## src/rtl/program_loader_pkg.sv

```systemverilog
// Shared constants and state encoding for the program loader and its counter.
package program_loader_pkg;

  localparam int unsigned IM_DEPTH  = 128;
  localparam int unsigned IM_ADDR_W = 7;
  localparam int unsigned WORD_W    = 16;
  localparam int unsigned BYTE_W    = 8;
  localparam int unsigned COUNT_W   = 8;
  localparam int unsigned STATE_W   = 3;

  typedef enum logic [STATE_W-1:0] {
    ST_IDLE  = 3'd0,
    ST_HI    = 3'd1,
    ST_LO    = 3'd2,
    ST_WRITE = 3'd3,
    ST_FULL  = 3'd4,
    ST_DONE  = 3'd5
  } loader_state_t;

endpackage

```

## src/rtl/program_loader_if.sv

```systemverilog
// Loader bus: host byte stream and control in, instruction-memory write port and status out.
interface program_loader_if #(
  parameter int unsigned ADDR_W = program_loader_pkg::IM_ADDR_W
) ();

  logic                                    start;
  logic                                    finish;
  logic [program_loader_pkg::BYTE_W-1:0]   rx_data;
  logic                                    rx_valid;
  logic                                    rx_ready;
  logic [ADDR_W-1:0]                       im_addr;
  logic [program_loader_pkg::WORD_W-1:0]   im_data;
  logic                                    im_wren;
  logic                                    cpu_hold;
  logic [program_loader_pkg::COUNT_W-1:0]  word_count;
  logic                                    overflow;
  logic                                    frame_err;
  logic                                    done;
  logic [program_loader_pkg::STATE_W-1:0]  state;

  modport master (
    output start, finish, rx_data, rx_valid,
    input  rx_ready, im_addr, im_data, im_wren, cpu_hold,
           word_count, overflow, frame_err, done, state
  );

  modport slave (
    input  start, finish, rx_data, rx_valid,
    output rx_ready, im_addr, im_data, im_wren, cpu_hold,
           word_count, overflow, frame_err, done, state
  );

endinterface

```

## src/rtl/program_loader_load_counter.sv

```systemverilog
// Word address/count register: clears on load start, increments per written word, saturates at DEPTH.
module load_counter
  import program_loader_pkg::*;
#(
  parameter int unsigned DEPTH = IM_DEPTH
) (
  input  logic               clk,
  input  logic               reset,
  input  logic               clear_i,
  input  logic               inc_i,
  output logic [COUNT_W-1:0] count_o,
  output logic               last_o
);

  logic [COUNT_W-1:0] count_q, count_d;
  logic               full_q;
  logic               last_q;

  // Saturating at DEPTH guarantees the write address can never wrap.
  always_comb begin
    count_d = count_q;
    if (clear_i) begin
      count_d = '0;
    end else if (inc_i && !full_q) begin
      count_d = count_q + COUNT_W'(1);
    end
  end

  always_ff @(posedge clk) begin
    if (reset) begin
      count_q <= '0;
      full_q  <= 1'b0;
      last_q  <= 1'b0;
    end else begin
      count_q <= count_d;
      full_q  <= (count_d == COUNT_W'(DEPTH));
      last_q  <= (count_d == COUNT_W'(DEPTH - 1));
    end
  end

  assign count_o = count_q;
  assign last_o  = last_q;

endmodule

```

## src/rtl/program_loader.sv

```systemverilog
// Streams high/low byte pairs into instruction memory while holding the CPU's PC cleared.
module program_loader #(
  parameter int unsigned IM_DEPTH  = program_loader_pkg::IM_DEPTH,
  parameter int unsigned IM_ADDR_W = program_loader_pkg::IM_ADDR_W
) (
  input  logic                   clk,
  input  logic                   reset,
  program_loader_if.slave        bus
);

  import program_loader_pkg::*;

  loader_state_t          state_q;
  logic [BYTE_W-1:0]      hi_q;
  logic [IM_ADDR_W-1:0]   im_addr_q;
  logic [WORD_W-1:0]      im_data_q;
  logic                   im_wren_q;
  logic                   cpu_hold_q;
  logic                   done_q;
  logic                   overflow_q;
  logic                   frame_err_q;

  logic                   hs;
  logic                   cnt_clear;
  logic                   cnt_inc;
  logic                   cnt_last;
  logic [COUNT_W-1:0]     cnt;

  // Finish takes precedence over a byte offered in the same cycle.
  assign bus.rx_ready = ((state_q == ST_HI) || (state_q == ST_LO) || (state_q == ST_FULL))
                        && !bus.finish;
  assign hs        = bus.rx_valid && bus.rx_ready;
  assign cnt_clear = (state_q == ST_IDLE) && bus.start;
  assign cnt_inc   = (state_q == ST_WRITE);

  load_counter #(.DEPTH(IM_DEPTH)) u_counter (
    .clk     (clk),
    .reset   (reset),
    .clear_i (cnt_clear),
    .inc_i   (cnt_inc),
    .count_o (cnt),
    .last_o  (cnt_last)
  );

  always_ff @(posedge clk) begin
    if (reset) begin
      state_q     <= ST_IDLE;
      hi_q        <= '0;
      im_addr_q   <= '0;
      im_data_q   <= '0;
      im_wren_q   <= 1'b0;
      cpu_hold_q  <= 1'b0;
      done_q      <= 1'b0;
      overflow_q  <= 1'b0;
      frame_err_q <= 1'b0;
    end else begin
      im_wren_q <= 1'b0;
      done_q    <= 1'b0;
      unique case (state_q)
        ST_IDLE: begin
          if (bus.start) begin
            state_q     <= ST_HI;
            cpu_hold_q  <= 1'b1;
            overflow_q  <= 1'b0;
            frame_err_q <= 1'b0;
          end
        end
        ST_HI: begin
          if (bus.finish) begin
            state_q    <= ST_DONE;
            cpu_hold_q <= 1'b0;
            done_q     <= 1'b1;
          end else if (hs) begin
            hi_q    <= bus.rx_data;
            state_q <= ST_LO;
          end
        end
        ST_LO: begin
          if (bus.finish) begin
            state_q     <= ST_DONE;
            cpu_hold_q  <= 1'b0;
            done_q      <= 1'b1;
            frame_err_q <= 1'b1;
          end else if (hs) begin
            // Write-port registers load here so they are valid throughout WRITE.
            im_addr_q <= IM_ADDR_W'(cnt);
            im_data_q <= {hi_q, bus.rx_data};
            im_wren_q <= 1'b1;
            state_q   <= ST_WRITE;
          end
        end
        ST_WRITE: begin
          state_q <= cnt_last ? ST_FULL : ST_HI;
        end
        ST_FULL: begin
          if (bus.finish) begin
            state_q    <= ST_DONE;
            cpu_hold_q <= 1'b0;
            done_q     <= 1'b1;
          end else if (hs) begin
            overflow_q <= 1'b1;
          end
        end
        ST_DONE: begin
          state_q <= ST_IDLE;
        end
        default: begin
          state_q    <= ST_IDLE;
          cpu_hold_q <= 1'b0;
        end
      endcase
    end
  end

  assign bus.im_addr    = im_addr_q;
  assign bus.im_data    = im_data_q;
  assign bus.im_wren    = im_wren_q;
  assign bus.cpu_hold   = cpu_hold_q;
  assign bus.word_count = cnt;
  assign bus.overflow   = overflow_q;
  assign bus.frame_err  = frame_err_q;
  assign bus.done       = done_q;
  assign bus.state      = state_q;

endmodule

```

## src/flat_wrapper.sv

```systemverilog
// flat-port wrapper written by rule: the top's interface ports become plain ports
module program_loader_flat import program_loader_pkg::*;
#(
  parameter int unsigned IM_DEPTH  = program_loader_pkg::IM_DEPTH,
  parameter int unsigned IM_ADDR_W = program_loader_pkg::IM_ADDR_W
)
  (clk, reset, bus_start, bus_finish, bus_rx_data, bus_rx_valid, bus_rx_ready, bus_im_addr, bus_im_data, bus_im_wren, bus_cpu_hold, bus_word_count, bus_overflow, bus_frame_err, bus_done, bus_state);
  program_loader_if bus_i ();
  input  logic clk;
  input  logic reset;
  input wire logic [$bits(bus_i.start)-1:0] bus_start;
  input wire logic [$bits(bus_i.finish)-1:0] bus_finish;
  input wire logic [$bits(bus_i.rx_data)-1:0] bus_rx_data;
  input wire logic [$bits(bus_i.rx_valid)-1:0] bus_rx_valid;
  output wire logic [$bits(bus_i.rx_ready)-1:0] bus_rx_ready;
  output wire logic [$bits(bus_i.im_addr)-1:0] bus_im_addr;
  output wire logic [$bits(bus_i.im_data)-1:0] bus_im_data;
  output wire logic [$bits(bus_i.im_wren)-1:0] bus_im_wren;
  output wire logic [$bits(bus_i.cpu_hold)-1:0] bus_cpu_hold;
  output wire logic [$bits(bus_i.word_count)-1:0] bus_word_count;
  output wire logic [$bits(bus_i.overflow)-1:0] bus_overflow;
  output wire logic [$bits(bus_i.frame_err)-1:0] bus_frame_err;
  output wire logic [$bits(bus_i.done)-1:0] bus_done;
  output wire logic [$bits(bus_i.state)-1:0] bus_state;
  assign bus_i.start = bus_start;
  assign bus_i.finish = bus_finish;
  assign bus_i.rx_data = bus_rx_data;
  assign bus_i.rx_valid = bus_rx_valid;
  assign bus_rx_ready = bus_i.rx_ready;
  assign bus_im_addr = bus_i.im_addr;
  assign bus_im_data = bus_i.im_data;
  assign bus_im_wren = bus_i.im_wren;
  assign bus_cpu_hold = bus_i.cpu_hold;
  assign bus_word_count = bus_i.word_count;
  assign bus_overflow = bus_i.overflow;
  assign bus_frame_err = bus_i.frame_err;
  assign bus_done = bus_i.done;
  assign bus_state = bus_i.state;
  program_loader #(.IM_DEPTH(IM_DEPTH), .IM_ADDR_W(IM_ADDR_W)) u_core (.clk(clk), .reset(reset), .bus(bus_i));
endmodule
```

## config.mk

```make
export PLATFORM = sky130hd
export DESIGN_NAME = program_loader_flat
export DESIGN_NICKNAME = d
export VERILOG_FILES = /design/src/rtl/program_loader_pkg.sv /design/src/rtl/program_loader_if.sv /design/src/rtl/program_loader_load_counter.sv /design/src/rtl/program_loader.sv /design/src/flat_wrapper.sv
export SDC_FILE = /design/constraint.sdc
export NUM_CORES = 1
export LEC_CHECK = 0
export ABC_AREA = 1
export CELL_PAD_IN_SITES_DETAIL_PLACEMENT = 1
export CELL_PAD_IN_SITES_GLOBAL_PLACEMENT = 1
export CORE_MARGIN = 2
export CORE_UTILIZATION = 36
export CTS_BUF_LIST = sky130_fd_sc_hd__clkbuf_4
export DETAILED_ROUTE_END_ITERATION = 8
export PLACE_DENSITY = 0.84
export SETUP_SLACK_MARGIN = 0.1
export SYNTH_ARGS = -nofsm -noshare
export SYNTH_HDL_FRONTEND = slang
export SYNTH_SLANG_ARGS = --single-unit
export TNS_END_PERCENT = 30
```

## constraint.sdc

```tcl
create_clock -name clk -period 2 [get_ports clk]
set_input_delay 0.6 -clock clk [delete_from_list [all_inputs] [get_ports clk]]
set_output_delay 0.6 -clock clk [all_outputs]
set_load 0.005 [all_outputs]
```

==> parameters.txt, run 1 <==
Parameter                              Value

STA
  Number of max-slew violations in the final report    0
  Worst setup skew after layout    approximately 0.023 ns
  Final worst path period need    about 2.0 ns
  Transition time of the tightest slew-check pin    roughly 0.38 ns
  Count of final hold-check violations    0
  Final Cycle Share    a little over nine tenths
  Unrepaired setup endpoints after global routing    true
  Worst-case headroom to the max-slew limit    74.3%
  Final setup vio count    0
  Sum of negative setup slack    0 ns
  Maximum frequency from static timing analysis    about 510 MHz

Synth
  Sequential share of the synthesized area    around 44%
  Most frequently used flop master after synthesis    sky130_fd_sc_hd__dfxtp_1
  Distinct cell type count of the synthesized netlist    26
  Most area-hungry cell type in the Yosys netlist    sky130_fd_sc_hd__dfxtp_1
  Number of flip-flops and latches in the synthesized netlist    between 40 and 50
  Post-Synthesis Net Count    324
  Summed instance area of the synthesized netlist    about 0.0022 sq mm
  Top cells by area, synth    sky130_fd_sc_hd__dfxtp_1 (44%), sky130_fd_sc_hd__nand2_1 (15%), sky130_fd_sc_hd__nand3_1 (10%), sky130_fd_sc_hd__a21oi_1 (8.4%), sky130_fd_sc_hd__inv_1 (4.8%)
  Share of the synthesized area in the top cell type    44.4%
  Combinational family with the most area after synthesis    simple AND/OR/NAND/NOR gates
  Total number of yosys warnings    0
  Fraction of synthesized cell area in xor and xnor cells    0%
  Share of flip-flops with an asynchronous set or reset after synthesis    0%
  Fraction of the mapped netlist area in adder cells    0.567%
  Gate count of the mapped netlist    between 300 and 400
  Synthesized area per cell    between 7 and 8 sq um
  Number of synthesized flops with an enable pin    0
  Synth Area in Compound Gates    10.4%
  Multiplexer fraction of the synthesized cell area    0%
  Fraction of the mapped netlist area in simple logic gates    between 30% and 40%

Global routing
  Wire length of the first global-routing pass    10,400 um
  Number of antenna violations at the first check in global routing    0
  Overflow after GRT    0
  Via count of the first global-routing pass    between 2,000 and 2,500
  Pin count of the biggest net entering global routing    25
  All-Layer GR Usage    slightly below 20%

Placed design
  Last weighted congestion value of the routability-driven placer    0.828
  DP Wirelength    between 4000 and 5000 um
  Port-buffer cells    52

Setup path
  Longest individual stage delay on the worst path    0.38 ns
  Slowest stage cell on the critical path    sky130_fd_sc_hd__dfxtp_2
  Critical Path End Type    output port
  Type of element launching the critical path    register
  Category of the most critical setup path    reg -> out
  Worst R2R Start    u_core.bus.state[2]$_SDFFE_PP0P_
  Critical path data arrival time    around 1.4 ns
  Launch point of the critical path    u_core.bus.state[2]$_SDFFE_PP0P_
  Cell-by-cell listing of the critical path    inv_4 -> nand3_4 -> nand2_2 -> inv_2 -> nand2_4 -> nand2_4 -> inv_2 -> clkbuf_2
  CP max FO    4
  Critical path data required time    ~1.4 ns

Final layout
  Share of layout cells above drive strength 1    roughly a fifth
  Antenna diodes    0
  Multi-input combinational cell area    between 0.001 and 0.0015 sq mm
  Sequential Area    around 0.0010 sq mm
  Layout overhead on the synthesized area    41.0%
  Most used cells in the layout excluding fill and tap cells    sky130_fd_sc_hd__nand2_1 (84), sky130_fd_sc_hd__nand3_1 (45), sky130_fd_sc_hd__clkdlybuf4s50_1 (40)
  Leading cell type in the layout, fill and taps excluded    sky130_fd_sc_hd__nand2_1
  Utilization after layout    ~53%
  Total Nets Final    approximately 400
  Count of fill cells added during filler insertion    739

Routing
  Vias post-DR    about 2,300
  ANT nets after route    0
  Via/cell ratio    5.06
  Aggregate routed wire length    slightly below 7000 um
  Number of search-and-repair iterations in the first detailed-routing pass    6
  Per-cell routed wire length    roughly 15 um
  DRC Markers    0
  Number of DRC violations after detailed-routing iteration 0    97

Clock tree
  Clock buffer depth    2
  Post-CTS clock slew at the launch and capture registers of the worst setup and hold paths    ~0.17 ns
  Hold buffers post-CTS    0
  Deepest level of the CTS H-tree    2
  Root Buffer    sky130_fd_sc_hd__clkbuf_4
  TritonCTS clock tree    built
  Inserted Clock Buffers    5
  Clock Latency Late Sink    ~0.40 ns
  # clock sinks    49

Power and ir drop
  Net switching fraction of the power    between 30% and 40%
  Sw Pwr    a little over 900 uW
  Lkg Pwr    between 1 and 1.5 nW
  Power density relative to cell area    a little under 800 mW/mm^2
  Clock power share    a little over a fifth
  Fraction of power consumed by combinational cells    between 30% and 40%
  Proportion of power drawn by flip-flops and latches    approximately 44%
  Internal power    around 1.5 mW
  Worst supply voltage drop on vdd    approximately 460 uV

Die
  Standard-cell rows    28
  Standard cell core area    approximately 0.006 sq mm
  Initial core utilization    approximately 37%
  Chip width    between 80 and 90 um
  Floorplan die height    between 80 and 90 um
  I/O pin total    53
  Area of the die    0.00677 sq mm

Job
  Number of maximum-capacitance constraint violations    0

Outcome
  Outcome    complete, no violations

Worst hold path
  Worst hold path startpoint    u_core.hi_q[1]$_SDFFE_PP0P_
  Class of the worst hold path    reg -> reg
[path summary, 6_finish.rpt]
path | end | slack, ns | depth (start not counted)
hold / removal | u_core.bus.im_data[9]$_SDFFE_PP0P_ | 0.46 | 2
hold reg to reg | u_core.bus.im_data[9]$_SDFFE_PP0P_ | 0.46 | 2
setup / recovery | bus_rx_ready | 0.03 | 8
setup reg to reg | u_core.u_counter.last_o$_SDFF_PP0_ | 0.29 | 10
[synth_stat cells, types with 2 or more instances]
master                     instances
sky130_fd_sc_hd__nand2_1          86
sky130_fd_sc_hd__dfxtp_1          49
sky130_fd_sc_hd__nand3_1          46
sky130_fd_sc_hd__a21oi_1          37
sky130_fd_sc_hd__inv_1            28
sky130_fd_sc_hd__nor2_1           22
sky130_fd_sc_hd__clkbuf_1          7
sky130_fd_sc_hd__buf_6             5
sky130_fd_sc_hd__nand4_1           4
sky130_fd_sc_hd__inv_2             3
sky130_fd_sc_hd__nand2_4           3
sky130_fd_sc_hd__o21ai_0           3
sky130_fd_sc_hd__nand2_2           2
sky130_fd_sc_hd__nand3b_1          2
sky130_fd_sc_hd__nor2_2            2
[area by class of cell]
class | instances | area share [%]
Multi-Input combinational cell | 216 | 33.9
Clock inverter | 3 | 0.844
Inverter | 31 | 3.98
Sequential cell | 49 | 32.4
Clock buffer | 5 | 1.21
Tap cell | 75 | 3.02
Timing Repair Buffer | 82 | 24.7
[repair_timing]
action | 4_1_cts | 5_1_grt
gates resized for setup | 29 | 20
buffers inserted | 4 | 6
pin swaps | 1 | 5
cloned | 0 | 0
endpoints found under the setup margin | 15 | 24
[through the flow]
| step | hold slack [ns] | power (mW) | setup WS [ns] | instance area (sq um) | cells |
|---|---|---|---|---|---|
| after floorplan | 0.442 | 1.50 | 0.334 | 2210 | 310 |
| after global placement | 0.450 | 1.80 | -0.291 | 2910 | 443 |
| after detailed placement | 0.458 | 1.81 | -0.320 | 2910 | 443 |
| after CTS | 0.479 | 2.36 | -0.0826 | 3020 | 455 |
| after global routing | 0.489 | 2.58 | -0.0261 | 3110 | 461 |
| final | 0.463 | 2.45 | 0.0341 | 3110 | 461 |
[cell families (layout without fill, tap and decap cells)]
logic type	count (synthesis)	after routing
AOI/OAI and AO/OA	44	44
buffers and inverters	45	121
and+or+nand+nor	171	171
DFF	49	49
adders and majority gates	1	1
[per-layer routing]
metal	wire length, um	share of wire (%)	GRT usage [%]	vias to the layer above
li1	-	-	-	1156
met1	2830	42	23.5	1106
met2	3530	52	36.2	62
met3	302	4.5	3.80	10
met4	103	1.5	5.00	0
met5	0	0	0	-
[registers in the layout, indices dropped and copies added, names as in the netlist]
register / count
u_core.u_counter.full_q: 1
u_core.bus.frame_err: 1
u_core.u_counter.last_o: 1
u_core.u_counter.count_o: 8
u_core.bus.overflow: 1
u_core.bus.cpu_hold: 1
u_core.hi_q: 8
u_core.bus.im_addr: 7
u_core.bus.im_wren: 1
u_core.bus.state: 3
u_core.bus.done: 1
u_core.bus.im_data: 16
[power by group through the flow]
stage | Combinational [mW] | Sequential, mW | Clock (mW)
4_1_cts | 0.766 | 1.06 | 0.527
3_3_place_gp | 0.718 | 1.08 | 0
5_1_grt | 0.922 | 1.09 | 0.565
3_5_place_dp | 0.732 | 1.08 | 0
2_1_floorplan | 0.407 | 1.09 | 0
6_report | 0.851 | 1.08 | 0.512
[critical path, delay by kind of cell, from the launching register on]
family / cells / cell delay (ns)
flip-flops: 1 / 0.38
AND/OR/NAND/NOR: 4 / 0.31
buffers and inverters: 4 / 0.28
No activity file was read; power rests on OpenSTA's default activity.
==> inputs of run 2 (changes only) <==
CORE_ASPECT_RATIO = 0.5   (was not set)
==> parameters.txt, run 2 (synthesis gave the netlist of run 1 again) <==
Parameter                              Value

Clock tree
  Inserted Clock Buffers    5
  TritonCTS clock tree    built
  Clock buffer depth    2
  Clock Latency Late Sink    around 0.37 ns
  # clock sinks    around 50
  Hold buffers post-CTS    0
  Deepest level of the CTS H-tree    2
  Root Buffer    sky130_fd_sc_hd__clkbuf_4
  Post-CTS clock slew at the launch and capture registers of the worst setup and hold paths    approximately 0.15 ns

Routing
  Number of DRC violations after detailed-routing iteration 0    ~110
  Aggregate routed wire length    6940 um
  ANT nets after route    0
  Per-cell routed wire length    15.2 um
  DRC Markers    0
  Number of search-and-repair iterations in the first detailed-routing pass    4
  Vias post-DR    2,324
  Via/cell ratio    ~5

Global routing
  Wire length of the first global-routing pass    10,600 um
  Number of antenna violations at the first check in global routing    0
  Overflow after GRT    0
  Via count of the first global-routing pass    about 2,300
  Pin count of the biggest net entering global routing    31
  All-Layer GR Usage    approximately 20%

Setup path
  Count of cells along the worst register-to-register path    12
  Capture instance of the worst register-to-register path    u_core.hi_q[3]$_SDFFE_PP0P_
  Longest individual stage delay on the worst path    0.50 ns
  Cell-by-cell listing of the critical path    clkdlybuf4s50_1 -> inv_1 -> nand2_4 -> inv_2 -> buf_6
  Launch point of the critical path    bus_finish
  Worst R2R Start    u_core.bus.state[0]$_SDFFE_PP0P_
  Critical path data required time    around 1.4 ns
  Category of the most critical setup path    in -> out
  Critical path data arrival time    around 1.4 ns
  Setup slack of the most critical reg-to-reg path    approximately 0.24 ns
  Type of element launching the critical path    input port
  CP max FO    2
  Endpoint of the most critical setup path    bus_rx_ready
  Slowest stage cell on the critical path    sky130_fd_sc_hd__clkdlybuf4s50_1
  Critical Path End Type    output port

Power and ir drop
  Power Total    about 2.4 mW
  Power density relative to cell area    800 mW/mm^2
  Worst supply voltage drop on vdd    between 400 and 500 uV
  Lkg Pwr    between 1 and 1.5 nW

Final layout
  Cell Count, Final, Fillers Out    456
  Layout overhead on the synthesized area    38.5%
  Utilization after layout    about 50%
  Most used cells in the layout excluding fill and tap cells    sky130_fd_sc_hd__nand2_1 (84), sky130_fd_sc_hd__clkdlybuf4s50_1 (47), sky130_fd_sc_hd__nand3_1 (45)
  Share of layout cells above drive strength 1    between 15 and 20%
  Total Nets Final    around 390
  Count of fill cells added during filler insertion    around 790
  Max FFs per register    16
  Leading cell type in the layout, fill and taps excluded    sky130_fd_sc_hd__nand2_1
  Antenna diodes    0
  Post-route cell area    between 0.003 and 0.004 sq mm

STA
  Final worst path period need    2.00 ns
  Worst-case headroom to the max-slew limit    between 70% and 80%
  Count of final hold-check violations    0
  Sum of negative setup slack    -0.00482 ns
  Final setup vio count    1
  Worst setup skew after layout    0.0257 ns
  Final Cycle Share    100%
  Worst setup margin    -0.00482 ns
  Final hold slack    0.475 ns
  Number of max-slew violations in the final report    0
  Unrepaired setup endpoints after global routing    true
  Transition time of the tightest slew-check pin    between 0.3 and 0.4 ns
  Maximum frequency from static timing analysis    between 400 and 500 MHz

Die
  Chip width    115 um
  Standard cell core area    about 0.0060 sq mm
  Area of the die    0.00681 sq mm
  Floorplan die height    about 59 um
  Standard-cell rows    20
  Initial core utilization    a little under two fifths
  I/O pin total    between 50 and 60

Placed design
  DP Wirelength    about 4800 um
  Port-buffer cells    52
  Placed instance area    roughly 0.0029 sq mm
  Last weighted congestion value of the routability-driven placer    roughly 0.86
  Pre-CTS setup slack    -0.369 ns
  Cell count after placement    approximately 440

Job
  Number of maximum-capacitance constraint violations    0

Outcome
  Failing checks    negative setup slack
  Outcome    finished, violations left

Worst hold path
  Class of the worst hold path    reg -> reg
-- run 2: worst min-delay path by stage --
| stage | start | endpoint | cells past startpoint |
|---|---|---|---|
| 4_1_cts | u_core.bus.im_addr[3]$_SDFFE_PP0P_ | u_core.bus.im_addr[3]$_SDFFE_PP0P_ | 2 |
| 3_5_place_dp | u_core.bus.im_addr[3]$_SDFFE_PP0P_ | u_core.bus.im_addr[3]$_SDFFE_PP0P_ | 2 |
| 2_1_floorplan | u_core.hi_q[0]$_SDFFE_PP0P_ | u_core.hi_q[0]$_SDFFE_PP0P_ | 2 |
| 3_3_place_gp | u_core.hi_q[1]$_SDFFE_PP0P_ | u_core.hi_q[1]$_SDFFE_PP0P_ | 2 |
| 5_1_grt | u_core.bus.im_data[13]$_SDFFE_PP0P_ | u_core.bus.im_data[13]$_SDFFE_PP0P_ | 2 |
| 6_report | u_core.bus.im_data[3]$_SDFFE_PP0P_ | u_core.bus.im_data[3]$_SDFFE_PP0P_ | 2 |
-- run 2: critical path: cells and delay by family --
| kind | cells | cell delay (ns) |
|---|---|---|
| AND/OR/NAND/NOR | 1 | 0.07 |
| buffers and inverters | 4 | 0.73 |
-- run 2: area by class of cell --
cell class                      count  area (sq um)  area share, %
Clock buffer                        5          37.5           1.23
Clock inverter                      3          25.0          0.818
Inverter                           31           129           4.21
Multi-Input combinational cell    216          1050           34.5
Sequential cell                    49          1010           32.9
Tap cell                           77          96.3           3.15
Timing Repair Buffer               75           709           23.2
-- run 2: routing by layer --
metal | share of wire [%] | GRT usage [%]
met5 | 0 | 0
met4 | 1.8 | 4.30
met3 | 3.4 | 3.89
met2 | 51 | 35.3
met1 | 44 | 24.8
-- run 2: what timing repair did --
item | in CTS | in global routing
buffers inserted | 3 | 6
pin swaps | 1 | 4
resized for setup | 25 | 13
setup endpoints to repair | 8 | 15
hold endpoints to repair | 0 | 0
-- run 2: where the power goes --
part	internal, mW	switching [mW]
clock network	0.144	0.346
registers	1.03	0.0577
logic	0.365	0.505
total	1.54	0.909
==> inputs of run 3 (changes only) <==
GPL_ROUTABILITY_DRIVEN = 0   (was not set)
==> results of run 3 <==
Final layout, timing and power as in run 2 (identical DEF).
